===== config.mk =====
export PLATFORM = sky130hd
export DESIGN_NAME = y32_bit_alu
export DESIGN_NICKNAME = d
export VERILOG_FILES = /design/src/rtl/y32_bit_alu.sv
export SDC_FILE = /design/constraint.sdc
export NUM_CORES = 1
export LEC_CHECK = 0
export BUFFER_PORTS_ARGS = -buffer_cell sky130_fd_sc_hd__clkbuf_2
export CAP_MARGIN = 20
export CORE_MARGIN = 2
export CORE_UTILIZATION = 50
export CTS_CLUSTER_SIZE = 24
export DETAILED_ROUTE_END_ITERATION = 7
export HOLD_SLACK_MARGIN = 0.12
export PLACE_DENSITY = 0.8
export REMOVE_ABC_BUFFERS = 1
export SLEW_MARGIN = 10
export SYNTH_ARGS = -nofsm -noshare
export SYNTH_HDL_FRONTEND = slang
export SYNTH_SLANG_ARGS = --single-unit

===== constraint.sdc =====
create_clock -name clk -period 3.5 [get_ports clk]
set_input_delay 0.875 -clock clk [delete_from_list [all_inputs] [get_ports clk]]
set_output_delay 0.875 -clock clk [all_outputs]
set_load 0.01 [all_outputs]

===== src/rtl/y32_bit_alu.sv =====
// ---------------------------------------------------------------------------
// y32_bit_alu
//   Registered 32-bit integer ALU for the execute stage. It provides bitwise
//   AND and OR (with optional B inversion), add, subtract and set-on-less-than.
//   All outputs are registered, so the latency is one cycle. A new operation
//   is accepted on every clock.
//
//   Build option: ALU_OVERFLOW_EN
//     defined   : overflow is registered for the add/sub ops (op x10)
//     undefined : overflow logic is compiled out; overflow is tied to 0
//
// Ports
//   clk         in   1   rising-edge clock
//   rst_n       in   1   synchronous active-low reset
//   a, b        in  32   operands
//   cin         in   1   carry-in, used only when a2_select=0
//   less_select in   1   enables the SLT result for op x11
//   a2_select   in   1   op[2]: invert B and force carry-in to 1
//   a1_select   in   1   op[1]
//   a0_select   in   1   op[0]
//   result      out 32   registered result
//   cout        out  1   registered carry-out of bit 31 (arith/SLT ops only)
//   overflow    out  1   registered signed overflow (op x10 only)
// ---------------------------------------------------------------------------
module y32_bit_alu (
    input  logic        clk,
    input  logic        rst_n,
    input  logic [31:0] a,
    input  logic [31:0] b,
    input  logic        cin,
    input  logic        less_select,
    input  logic        a2_select,
    input  logic        a1_select,
    input  logic        a0_select,
    output logic [31:0] result,
    output logic        cout,
    output logic        overflow
);

    logic [1:0]  op_lo;
    logic [31:0] bb;
    logic        ci;
    logic [32:0] sum;
    logic        ovf;
    logic        set_lt;

    logic [31:0] result_d, result_q;
    logic        cout_d,   cout_q;

    // The same B-inverted operand feeds both the logic ops and the adder.
    // That makes 100/101 give a&~b and a|~b, and 110 give a subtract.
    assign op_lo  = {a1_select, a0_select};
    assign bb     = a2_select ? ~b : b;
    assign ci     = a2_select ? 1'b1 : cin;
    assign sum    = {1'b0, a} + {1'b0, bb} + {32'd0, ci};
    assign ovf    = (a[31] == bb[31]) && (sum[31] != a[31]);
    // The sign of the difference, corrected when the subtraction overflows
    assign set_lt = sum[31] ^ ovf;

    always_comb begin
        result_d = 32'h0;
        cout_d   = 1'b0;
        case (op_lo)
            2'b00: result_d = a & bb;
            2'b01: result_d = a | bb;
            2'b10: begin
                result_d = sum[31:0];
                cout_d   = sum[32];
            end
            default: begin
                result_d = less_select ? {31'd0, set_lt} : 32'h0;
                cout_d   = sum[32];
            end
        endcase
    end

    always_ff @(posedge clk) begin
        if (!rst_n) begin
            result_q <= 32'h0;
            cout_q   <= 1'b0;
        end else begin
            result_q <= result_d;
            cout_q   <= cout_d;
        end
    end

`ifdef ALU_OVERFLOW_EN
    logic overflow_d, overflow_q;

    // Overflow is reported for add/sub only. SLT consumes ovf internally
    // and does not expose it.
    assign overflow_d = (op_lo == 2'b10) ? ovf : 1'b0;

    always_ff @(posedge clk) begin
        if (!rst_n) overflow_q <= 1'b0;
        else        overflow_q <= overflow_d;
    end

    assign overflow = overflow_q;
`else
    assign overflow = 1'b0;
`endif

    assign result = result_q;
    assign cout   = cout_q;

endmodule


# Word level (Yosys, flattened, before mapping)
# Cells that the tools add are included.
# Widths: inputs -> output; s select.
dict set report classes {
  n_addsub 2
  muxes 4
  eq_ne 4
  bitwise_logic 5
  n_reduce_logical 3
}
# op n
set ops {}
lappend ops {{$pmux 32 s3} 1}
lappend ops {{$add 32x32->33} 1}
lappend ops {{$add 33x1->33} 1}
lappend ops {{$and 32x32->32} 1}
lappend ops {{$mux 32} 1}
lappend ops {{$not 32->32} 1}
lappend ops {{$or 32x32->32} 1}
lappend ops {{$reduce_or 3->1} 1}
lappend ops {{$eq 2x1->1 const B} 1}
lappend ops {{$eq 2x2->1 const B} 1}
lappend ops {{$logic_not 2->1} 1}
lappend ops {{$mux 1} 2}
lappend ops {{$eq 1x1->1} 1}
lappend ops {{$logic_and 1x1->1} 1}
lappend ops {{$ne 1x1->1} 1}
lappend ops {{$not 1->1} 1}
lappend ops {{$xor 1x1->1} 1}
dict set report totals {
  wordCells 20
  regBits 33
}

# Longest topological paths before layout
# Gate-level depths: netlist (run 1).
dict set report logic_depth {
  depth_word 9
  depth_mapped 13
}

# Worst setup path before layout (run 1)
# Ideal clock, no wire load.
dict set report synth_path {
  path_kind {input port to flip-flop}
  start {input port a2_select}
  end {register result_q[26], in the netlist result[26]}
  path_slack_ns -0.262
  cell_stages 13
  arrival_ns 3.635
  setup_ns 0.127
  path_cell_list {clkbuf_1 > clkbuf_1 > or2_2 > fa_1 > inv_1 > fa_1 > and2b_1 > o2111ai_2 > a31oi_1 > o21ai_2 > nand3_2 > nor4b_1 > or3_1}
}
dict set report synth_via {
  elab_chain_cells 4
  word_cells_on_any_way 7
}
# element line_no
set synth_rtl {}
lappend synth_rtl {{from (decl)} 32} ;# input logic a2_select,
lappend synth_rtl {{$mux 32} 53} ;# assign bb = a2_select ? ~b : b;
lappend synth_rtl {{$add 32x32->33} 55} ;# assign sum = {1'b0, a} + {1'b0, bb} + {32'd0, ci};
lappend synth_rtl {{$add 33x1->33} 55}
lappend synth_rtl {{$pmux 32 s3 (*)} 63} ;# case (op_lo)
lappend synth_rtl {{to (signal assigned)} 82} ;# result_q <= result_d;
lappend synth_rtl {{to (decl)} 47} ;# logic [31:0] result_d, result_q;
# Every way passes the cells marked *; elsewhere a longest branch is shown, timed or not.
# A chain may end at the register's enable or synchronous reset.

# Worst setup path after layout (run 1)
dict set report layout_path {
  start {input port a2_select}
  end {register result_q[30], in the netlist result[30]}
}
# Same word-level chain as after synthesis.

==> metrics.md, run 1 <==
| Metric | Value |
|---|---|
| Outcome | finished clean |
| Flop pwr share | 25.3% |
| Core Rows | 33 |
| Cell area power density | 325 nW/um^2 |
| Core area | 8260 sq um |
| Synthesis-to-finish area growth | 22.7% |
| Crit end category | register |
| Mapped cell area | 4260 sq um |
| Most frequent cells after synthesis | inv_1, ha_1, nand2_1, xor2_1, a21oi_1 |
| Fin crit period | 3310 ps |
| Clock Tree Root | clkbuf_8 |
| Post-CTS Setup Bufs | 0 |
| Share of layout cells above drive strength 1 | 24.7% |
| DP Wirelength | 9490 um |
| Top_reg_cell synth | dfxtp_1 |
| FF+latch area | 661 sq um |
| Final Cell Area | 5230 sq um |
| Top sig layer | met4 |
| Sw Ratio | 41.2% |
| DR iter-0 viols | approximately 160 |
| Register area share after synthesis | between 10% and 20% |
| # clock sinks | 33 |
| Starting Density | between 50% and 60% |
| Met1 Wirelength | 5160 um |
| IO Count | 105 |
| Final setup violation count | 0 |
| NumNets Final | ~840 |
| Pint | 998 uW |
| CP max stage delay | around 400 ps |
| Final Max Slew Viols | 0 |
| Initial antenna violation count | 0 |
| Placed cell areas | 5130 sq um |
| Gr ovfl total | 0 |
| Total number of vias | around 4500 |
| Worst Path Buf+Inv | 2 |
| Ys async rst share | 0% |
| Worst-margin pin slew | 673 ps |
| Clk network pwr share | 18.6% |
| Critical Path AT | 3490 ps |
| Number of global-route vias before repair | 4134 |
| Wire per inst | 14.6 um |
| Max Fclk | 0.302 GHz |
| Vias/cell | 5.50 |
| Worst setup SP type | input port |
| RSZ-0062 raised after global routing | false |
| Post-route DRC | 0 |
| N_diodes | 0 |
| Area leader, netlist | ha_1 |
| Relative slew slack | 54.9% |
| Tcrit/Tclk final | 94.6% |
| Port bufs | 103 |
| Final hold vios | 0 |
| Worst-path maximum fanout | 5 |
| Count leader, synth | inv_1 |
| CP Cell Sequence | clkbuf_2, or2_2, fa_1, inv_1, fa_1, and2b_1, o2111ai_2, a31oi_1, o21ai_2, a21oi_1, or3_1, a31o_1 |
| EDFF count, synth | 0 |
| ANT nets after route | 0 |
| Post-Synthesis Cells | 575 |
| H-tree Lvls | 2 |
| Num CTS Buffers | 5 |
| Drt pass-1 iters | 4 |
| Area share of the largest cell type after synthesis | 18.8% |
| Synth area leaders | ha_1, dfxtp_1, xor2_1 |
| GP Congestion | 0.926 |
| Worst path setup slack after routing | between 150 and 200 ps |
| Hold Path Class | in2reg |
| Die W | 96.3 um |
| CTS clk-pin slew, worst paths | 80 ps |
| Die height | slightly below 100 um |
| Max-Cap Viols | 0 |
| Syn_area_per_cell | 7.41 sq um |
| CP Class | in2reg |
| Dpl ws | -103 ps |
| Netlist cell types | 62 |
| Multi-input gate area | between 3000 and 4000 sq um |
| Wire length on met2 | 5870 um |
| # hold bufs at CTS | 0 |
| Ys Warns | 0 |
| Largest net degree at the start of global routing | 27 |
| Sw Pwr | between 600 and 700 uW |
| CP dominant cell by count | fa_1 |
| Maximum VDD drop | roughly 0.17 mV |
| Fill cell count | 748 |
| Tot GR Track Use | 25.3% |
| Die Area | around 9300 sq um |
| CTS max path bufs | 2 |
| Crit-path slowest cell | fa_1 |
| CTS tree | done |
| Met3 WL | 619 um |
| Post-Route WL | 11800 um |
| CP top delay family | compound AO/OA/AOI/OAI gates |
| Combinational Power Share | between 50% and 60% |
| Worst Path Required | about 3700 ps |
| Total leakage power | between 0.002 and 0.003 uW |
| Register bit total from synthesis | 33 |
| First-pass GRT wire length | 18800 um |
[cells in the final DEF, fill, tap and decap left out, types with 11 or more instances in the layout]
cell type  count
inv_1         78
nand2_1       55
clkbuf_2     103
xor2_1        44
nor2_1        24
o22ai_1       22
buf_4         47
o21ai_0       38
ha_1          64
a211oi_1      11
xnor2_1       11
dfxtp_1       33
a21oi_1       40
[area by class of cell]
type                       count  area share (%)
inverter                      78            5.60
timing repair buffer         151            16.8
clock buffer                   7            1.65
multi-input combinational    436            60.8
sequential                    33            12.6
tap                          105            2.51
[cell families (layout without fill, tap and decap cells)]
group	count (synthesis)	after routing	share of synthesized area [%]
compound gates	168	168	25.4
buf+inv	106	236	10.1
mux	8	8	2.17
other cells	1	1	0.0880
fa+ha+maj	66	66	19.7
xor+xnor	55	55	11.3
simple gates	138	138	15.7
flops	33	33	15.5
[metrics by stage]
step	TNS (ps)	hold WS, ps	total power (uW)	instances	utilization (%)
after floorplan	0	996	1020	547	-
after CTS	0	989	1690	810	63.2
after global placement	-62.7	1260	1350	803	62.2
final	0	1020	1700	810	63.3
after detailed placement	-471	1260	1370	803	62.2
after global routing	0	1040	1820	810	63.3
[layer usage]
metal	track usage [%]	up-vias
li1	-	2237
met1	31.3	2058
met2	46.2	145
met3	2.58	16
met4	7.28	0
met5	0	-
[what timing repair did]
item / in CTS / in global routing
endpoints found under the hold margin: 0 / 0
endpoints found under the setup margin: 0 / 3
gates resized for setup: 0 / 3
[final timing paths]
check	start	cells after the start	endpoint	slack, ps
setup / recovery	a2_select	12	result[30]$_SDFF_PN0_	190
hold / removal	rst_n	2	result[5]$_SDFF_PN0_	1020
[registers in the layout, indices dropped and copies added, names as in the netlist]
| register | cells |
|---|---|
| cout | 1 |
| result | 32 |
[power groups by stage]
| stage | clock, uW | sequential (uW) | combinational (uW) |
|---|---|---|---|
| detailed placement | 0 | 439 | 934 |
| global route | 333 | 432 | 1050 |
| CTS | 319 | 430 | 941 |
| finish | 316 | 430 | 952 |
| global placement | 0 | 436 | 909 |
| floorplan | 0 | 456 | 567 |
Power figures use the tool's default switching activity.
==> run 2, diff against run 1 <==
--- a/config.mk
+++ b/config.mk
@@ -12,8 +12,7 @@
 export CTS_CLUSTER_SIZE = 24
 export DETAILED_ROUTE_END_ITERATION = 7
 export HOLD_SLACK_MARGIN = 0.12
-export PLACE_DENSITY = 0.8
-export REMOVE_ABC_BUFFERS = 1
+export PLACE_DENSITY_LB_ADDON = 0.2
 export SLEW_MARGIN = 10
 export SYNTH_ARGS = -nofsm -noshare
 export SYNTH_HDL_FRONTEND = slang
==> constraint.sdc (replaced) <==
create_clock -name clk -period 3.8 [get_ports clk]
set_input_delay 0.95 -clock clk [delete_from_list [all_inputs] [get_ports clk]]
set_output_delay 0.95 -clock clk [all_outputs]
set_load 0.01 [all_outputs]
==> run 2 against run 1 <==
Non-clock buffer count fell by 33. Hold slack improved by 7.1 ps. Final area fell by 4.8%. Final cell count decreased by 4.0%. First-iteration DRC count up 5.1%. Sequential share of layout area rose by 0.63 points. Clock-buffer cell count down 1. Total power decreased by 13%. Sequential power down 7.9%. Largest power group unchanged. Highest routed layer unchanged.
==> metrics.md, run 2 (synthesis results as in run 1) <==
| Metric | Value |
|---|---|
| Final Max Slew Viols | 0 (unchanged) |
| Fill cell count | 812 (+8.6%) |
| Fin crit period | around 3500 ps |
| Worst Hold Margin | 1030 ps (+7.13 ps) |
| Most frequent cells in the layout | clkbuf_2, inv_1, ha_1, nand2_1, xor2_1 |
| Hold Path Class | in2reg |
| GP Congestion | 0.975 (+5.3%) |
| CTS clk-pin slew, worst paths | 80 ps (about the same) |
| Die Area | 9280 sq um (unchanged) |
| Final setup violation count | 0 (unchanged) |
| Worst Path Buf+Inv | 2 (unchanged) |
| Die height | 96.3 um (unchanged) |
| Gr ovfl total | 0 (unchanged) |
| Clock Tree Root | clkbuf_8 |
| DR iter-0 viols | 164 (+5.1%) |
| Drt pass-1 iters | 4 (unchanged) |
| Leading cell type in the layout, fill and taps excluded | clkbuf_2 |
| Core area | 8260 sq um (unchanged) |
| Placed cell areas | 4900 sq um (-4.6%) |
| Cell area power density | 297 nW/um^2 (-8.6%) |
| Syn Nets | 712 |
| RSZ-0062 raised after global routing | false |
| Number of global-route vias before repair | 4021 (-2.7%) |
| Post-route DRC | 0 (unchanged) |
| Num CTS Buffers | 5 (unchanged) |
| CP top delay family | simple AND/OR/NAND/NOR gates |
| Largest net degree at the start of global routing | 36 (+33%) |
| Critical Path AT | 3640 ps (+150 ps) |
| Total leakage power | 0.00259 uW (-5.7%) |
| CP dominant cell by count | fa_1 |
| Worst setup SP type | input port |
| Worst-margin pin slew | 641 ps (-32.7 ps) |
| N_diodes | 0 (unchanged) |
| Vias/cell | 5.51 (+0.23%) |
| Worst Path Required | 3990 ps (+310 ps) |
| Met2 Usage GRT | 41.8% (-4.3 points) |
| ANT nets after route | 0 (unchanged) |
| Final hold vios | 0 (unchanged) |
| Max Fclk | 0.289 GHz |
| Total number of vias | 4290 (-3.7%) |
| Synthesis-to-finish area growth | 16.8% |
| Placed cell count | 770 (-4.1%) |
| CTS max path bufs | 2 (unchanged) |
| CP Class | in2reg |
| Maximum VDD drop | 0.121 mV (-28%) |
| # hold bufs at CTS | 0 (unchanged) |
| Post-Layout Cell Count | 778 (-4.0%) |
| Initial antenna violation count | 0 (unchanged) |
| Die W | 96.3 um (unchanged) |
| Max-Cap Viols | 0 (unchanged) |
| CP Cell Sequence | clkbuf_2, or2_2, fa_1, inv_1, fa_1, and2b_1, o2111ai_2, a31oi_1, o21ai_2, nand3_2, nor4b_1, or3_1 |
| Post-cts sizing count | 0 (unchanged) |
| Tcrit/Tclk final | 90.9% |
| Busiest grt layer | met2 |
| Worst-path maximum fanout | 6 (+1) |
| CTS tree | done |
| Met1 Use GR | 32.1% (+0.82 points) |
| Crit-path slowest cell | fa_1 |
| Met3 usage | 2.74% (+0.16 points) |
| IO Count | 105 (unchanged) |
| Post-CTS Setup Bufs | 0 (unchanged) |
| CP max stage delay | 410 ps (+20 ps) |
| First-pass GRT wire length | 18200 um (-3.1%) |
| Starting Density | 51.6% (unchanged) |
| Relative slew slack | 57.1% (+2.2 points) |
| CP startpoint | a2_select |
| Port bufs | 103 (unchanged) |
| H-tree Lvls | 2 (unchanged) |
| Outcome | finished clean |
| Share of layout cells above drive strength 1 | 21.0% (-3.7 points) |
| Tot GR Track Use | 24.5% (-0.87 points) |
| DP Wirelength | 8930 um (-5.9%) |
| Final Cell Area | 4980 sq um (-4.8%) |
| HP Start | less_select |
| Core Rows | 33 (unchanged) |
| Post-Route WL | 11200 um (-5.3%) |
| Wire per inst | 14.4 um (-1.4%) |
| Crit end category | register |
| Largest register FFs | 32 (unchanged) |
| Setup_tns | 0 ps (unchanged) |
| Power Total | 1480 uW (-13%) |
| # clock sinks | 33 (unchanged) |
| NumNets Final | 809 (-3.9%) |
[run 2: final cells by class]
class,instances,area [sq um],share of cell area (%)
sequential,33,661,13.3
multi-input combinational,436,3170,63.7
clock buffer,6,72.6,1.46
inverter,78,293,5.88
clock inverter,2,10.0,0.201
timing repair buffer,118,641,12.9
tap,105,131,2.64
[run 2: path summary, 6_finish.rpt]
path / cells after the start / slack [ps] / endpoint
worst max-delay path: 12 / 340 / result[26]$_SDFF_PN0_
worst min-delay path: 5 / 1030 / result[0]$_SDFF_PN0_
[run 2: layer usage]
metal	share of wire, %	wire, um
met1	45	5000
met5	0	0
met4	1.7	193
met3	5.8	647
met2	48	5340
[run 2: power breakdown]
part | internal [uW] | switching, uW
clock | 127 | 149
sequential | 383 | 13.1
combinational | 339 | 467
[run 2: stage by stage]
| stage | util [%] | setup WS (ps) |
|---|---|---|
| global placement | 59.3 | 129 |
| CTS | 60.3 | 355 |
| detailed placement | 59.3 | 44.3 |
| global route | 60.3 | 141 |
| finish | 60.3 | 344 |
| floorplan | - | 28.0 |
==> run 3, diff against run 2 <==
--- a/config.mk
+++ b/config.mk
@@ -7,8 +7,11 @@
 export LEC_CHECK = 0
 export BUFFER_PORTS_ARGS = -buffer_cell sky130_fd_sc_hd__clkbuf_2
 export CAP_MARGIN = 20
+export CELL_PAD_IN_SITES_DETAIL_PLACEMENT = 0
+export CELL_PAD_IN_SITES_GLOBAL_PLACEMENT = 2
 export CORE_MARGIN = 2
-export CORE_UTILIZATION = 50
+export CORE_UTILIZATION = 31
+export CTS_BUF_LIST = sky130_fd_sc_hd__clkbuf_8
 export CTS_CLUSTER_SIZE = 24
 export DETAILED_ROUTE_END_ITERATION = 7
 export HOLD_SLACK_MARGIN = 0.12
==> run 3 against run 2 <==
Sequential share of layout area shrank 0.84 points. Combinational power grew 9.1%. Total power grew 5.7%. Clock-buffer cell count is the same. Critical path type unchanged.
==> metrics.md, run 3 (synthesis results as in run 1) <==
| Metric | Value |
|---|---|
| CP dominant cell by count | a21oi_1 |
| Tot GR Track Use | 18.1% (-6.3 points) |
| First-pass GRT wire length | 21300 um (+17%) |
| Post-Route WL | 13000 um (+16%) |
| Syn Nets | 712 (unchanged) |
| Post-route DRC | 0 (unchanged) |
| Post-Layout Cell Count | 880 (+13%) |
| CP top delay family | compound AO/OA/AOI/OAI gates |
| Gr ovfl total | 0 (unchanged) |
| Fill cell count | 1464 (+80%) |
| CTS clk-pin slew, worst paths | 70 ps (about the same) |
| # hold bufs at CTS | 0 (unchanged) |
| Worst-path maximum fanout | 12 (+6) |
| Max Fclk | 0.289 GHz (-0.17%) |
| Outcome | finished clean |
| Number of global-route vias before repair | 4278 (+6.4%) |
| Final setup violation count | 0 (unchanged) |
| Crit end category | register |
| Die Area | 14700 sq um (+58%) |
| Clock Tree Root | clkbuf_8 |
| Share of layout cells above drive strength 1 | 24.4% (+3.5 points) |
| CP Class | in2reg |
| GP Congestion | 0.892 (-8.5%) |
| Tcrit/Tclk final | 91.1% (+0.15 points) |
| Final hold vios | 0 (unchanged) |
| Drt pass-1 iters | 4 (unchanged) |
| FF+latch area | 661 sq um (unchanged) |
| Die W | 121 um (+26%) |
| CP Capture Point | result[28]$_SDFF_PN0_ |
| Largest register FFs | 32 (unchanged) |
| CP max stage delay | 430 ps (+20 ps) |
| CTS tree | done |
| Initial antenna violation count | 0 (unchanged) |
| Hold Path Class | in2reg |
| Critical path depth | 13 (+1) |
| Total leakage power | 0.00275 uW (+6.1%) |
| Fin crit period | 3460 ps (+5.84 ps) |
| Relative slew slack | 56.4% (-0.73 points) |
| CP startpoint | a2_select |
| Critical Path AT | 3650 ps (about the same) |
| Largest net degree at the start of global routing | 35 (-2.8%) |
| RSZ-0062 raised after global routing | false |
| Max-Cap Viols | 0 (unchanged) |
| Core Rows | 42 (+27%) |
| Starting Density | 31.9% (-20 points) |
| Final core occ | 39.8% (-20 points) |
| Worst Path Required | 3990 ps (about the same) |
| Vias/cell | 4.88 (-12%) |
| DR iter-0 viols | 172 (+4.9%) |
| Cell area power density | 294 nW/um^2 (-1.0%) |
| Worst setup SP type | input port |
| Total number of vias | 4293 (+0.070%) |
| DP Wirelength | 10600 um (+19%) |
| HP Start | less_select |
| Multi-input gate area | 3170 sq um (unchanged) |
| Crit-path slowest cell | a221oi_1 |
| ANT nets after route | 0 (unchanged) |
| NumNets Final | 841 (+4.0%) |
| Die height | 121 um (+26%) |
| Setup_tns | 0 ps (unchanged) |
| Power Total | 1560 uW (+5.7%) |
| Worst Path Buf+Inv | 4 (+2) |
| N_diodes | 0 (unchanged) |
| Placed cell count | 873 (+13%) |
| CP Cell Sequence | clkbuf_2, buf_6, buf_12, xor2_1, inv_1, ha_1, a21oi_1, o21bai_1, a21oi_1, o21ai_0, a221oi_1, or3_1, nand3_1 |
| Placed cell areas | 5230 sq um (+6.7%) |
| Post-CTS Setup Bufs | 0 (unchanged) |
| Core area | 13300 sq um (+62%) |
| Maximum VDD drop | 0.118 mV (-3.0%) |
| Leading cell type in the layout, fill and taps excluded | clkbuf_2 |
| CTS max path bufs | 2 (unchanged) |
| Num CTS Buffers | 5 (unchanged) |
| Worst-margin pin slew | 652 ps (+10.9 ps) |
| H-tree Lvls | 2 (unchanged) |
| Final Max Slew Viols | 0 (unchanged) |
| Final Cell Area | 5320 sq um (+6.8%) |
| Port bufs | 103 (unchanged) |
| Most frequent cells in the layout | clkbuf_2, inv_1, ha_1, nand2_1, buf_4 |
| Wire per inst | 14.8 um (+2.8%) |
| IO Count | 105 (unchanged) |
| Synthesis-to-finish area growth | 24.7% |
| # clock sinks | 33 (unchanged) |
==> run 3: cell count changes in the layout (fill, tap and decap cells not counted), sizes merged <==
cell / before / now
clkinv: 2 / 0
buf: 15 / 47
inv: 78 / 79
==> run 3: cell type report <==
cell class | count | area share [%]
Clock buffer | 6 | 1.55
Multi-Input combinational cell | 436 | 59.7
Tap cell | 176 | 4.14
Clock inverter | 1 | 0.0706
Inverter | 78 | 5.51
Sequential cell | 33 | 12.4
Timing Repair Buffer | 150 | 16.6
==> run 3: per-layer routing <==
metal  routed length, um  global-route usage, %
met1                6220                   23.7
met2                6210                   31.8
met3                 367                   1.88
met4                 212                   4.67
met5                   0                      0
==> run 3: where the power goes <==
group | internal [uW] | switching, uW
clock | 141 | 145
combinational | 390 | 489
sequential | 383 | 12.9
total | 914 | 648
==> run 3: worst min path at each step <==
stage	to	slack (ps)	cells past startpoint
after floorplan	cout$_SDFF_PP0_	1150	2
after global placement	result[29]	1340	1
after detailed placement	result[0]	1340	1
after CTS	result[0]$_SDFF_PN0_	1050	5
after global routing	result[0]$_SDFF_PN0_	1090	5
final	result[0]$_SDFF_PN0_	1040	5
==> run 3: timing repair <==
item,CTS,global route
gates resized for setup,0,1
hold endpoints to repair,0,0
setup endpoints to repair,0,4
==> run 3: metrics by stage <==
stage	setup slack, ps	hold slack [ps]
3_5_place_dp	-89.6	1340
5_1_grt	29.1	1090
2_1_floorplan	28.0	1150
4_1_cts	219	1050
6_report	338	1040
3_3_place_gp	-115	1340
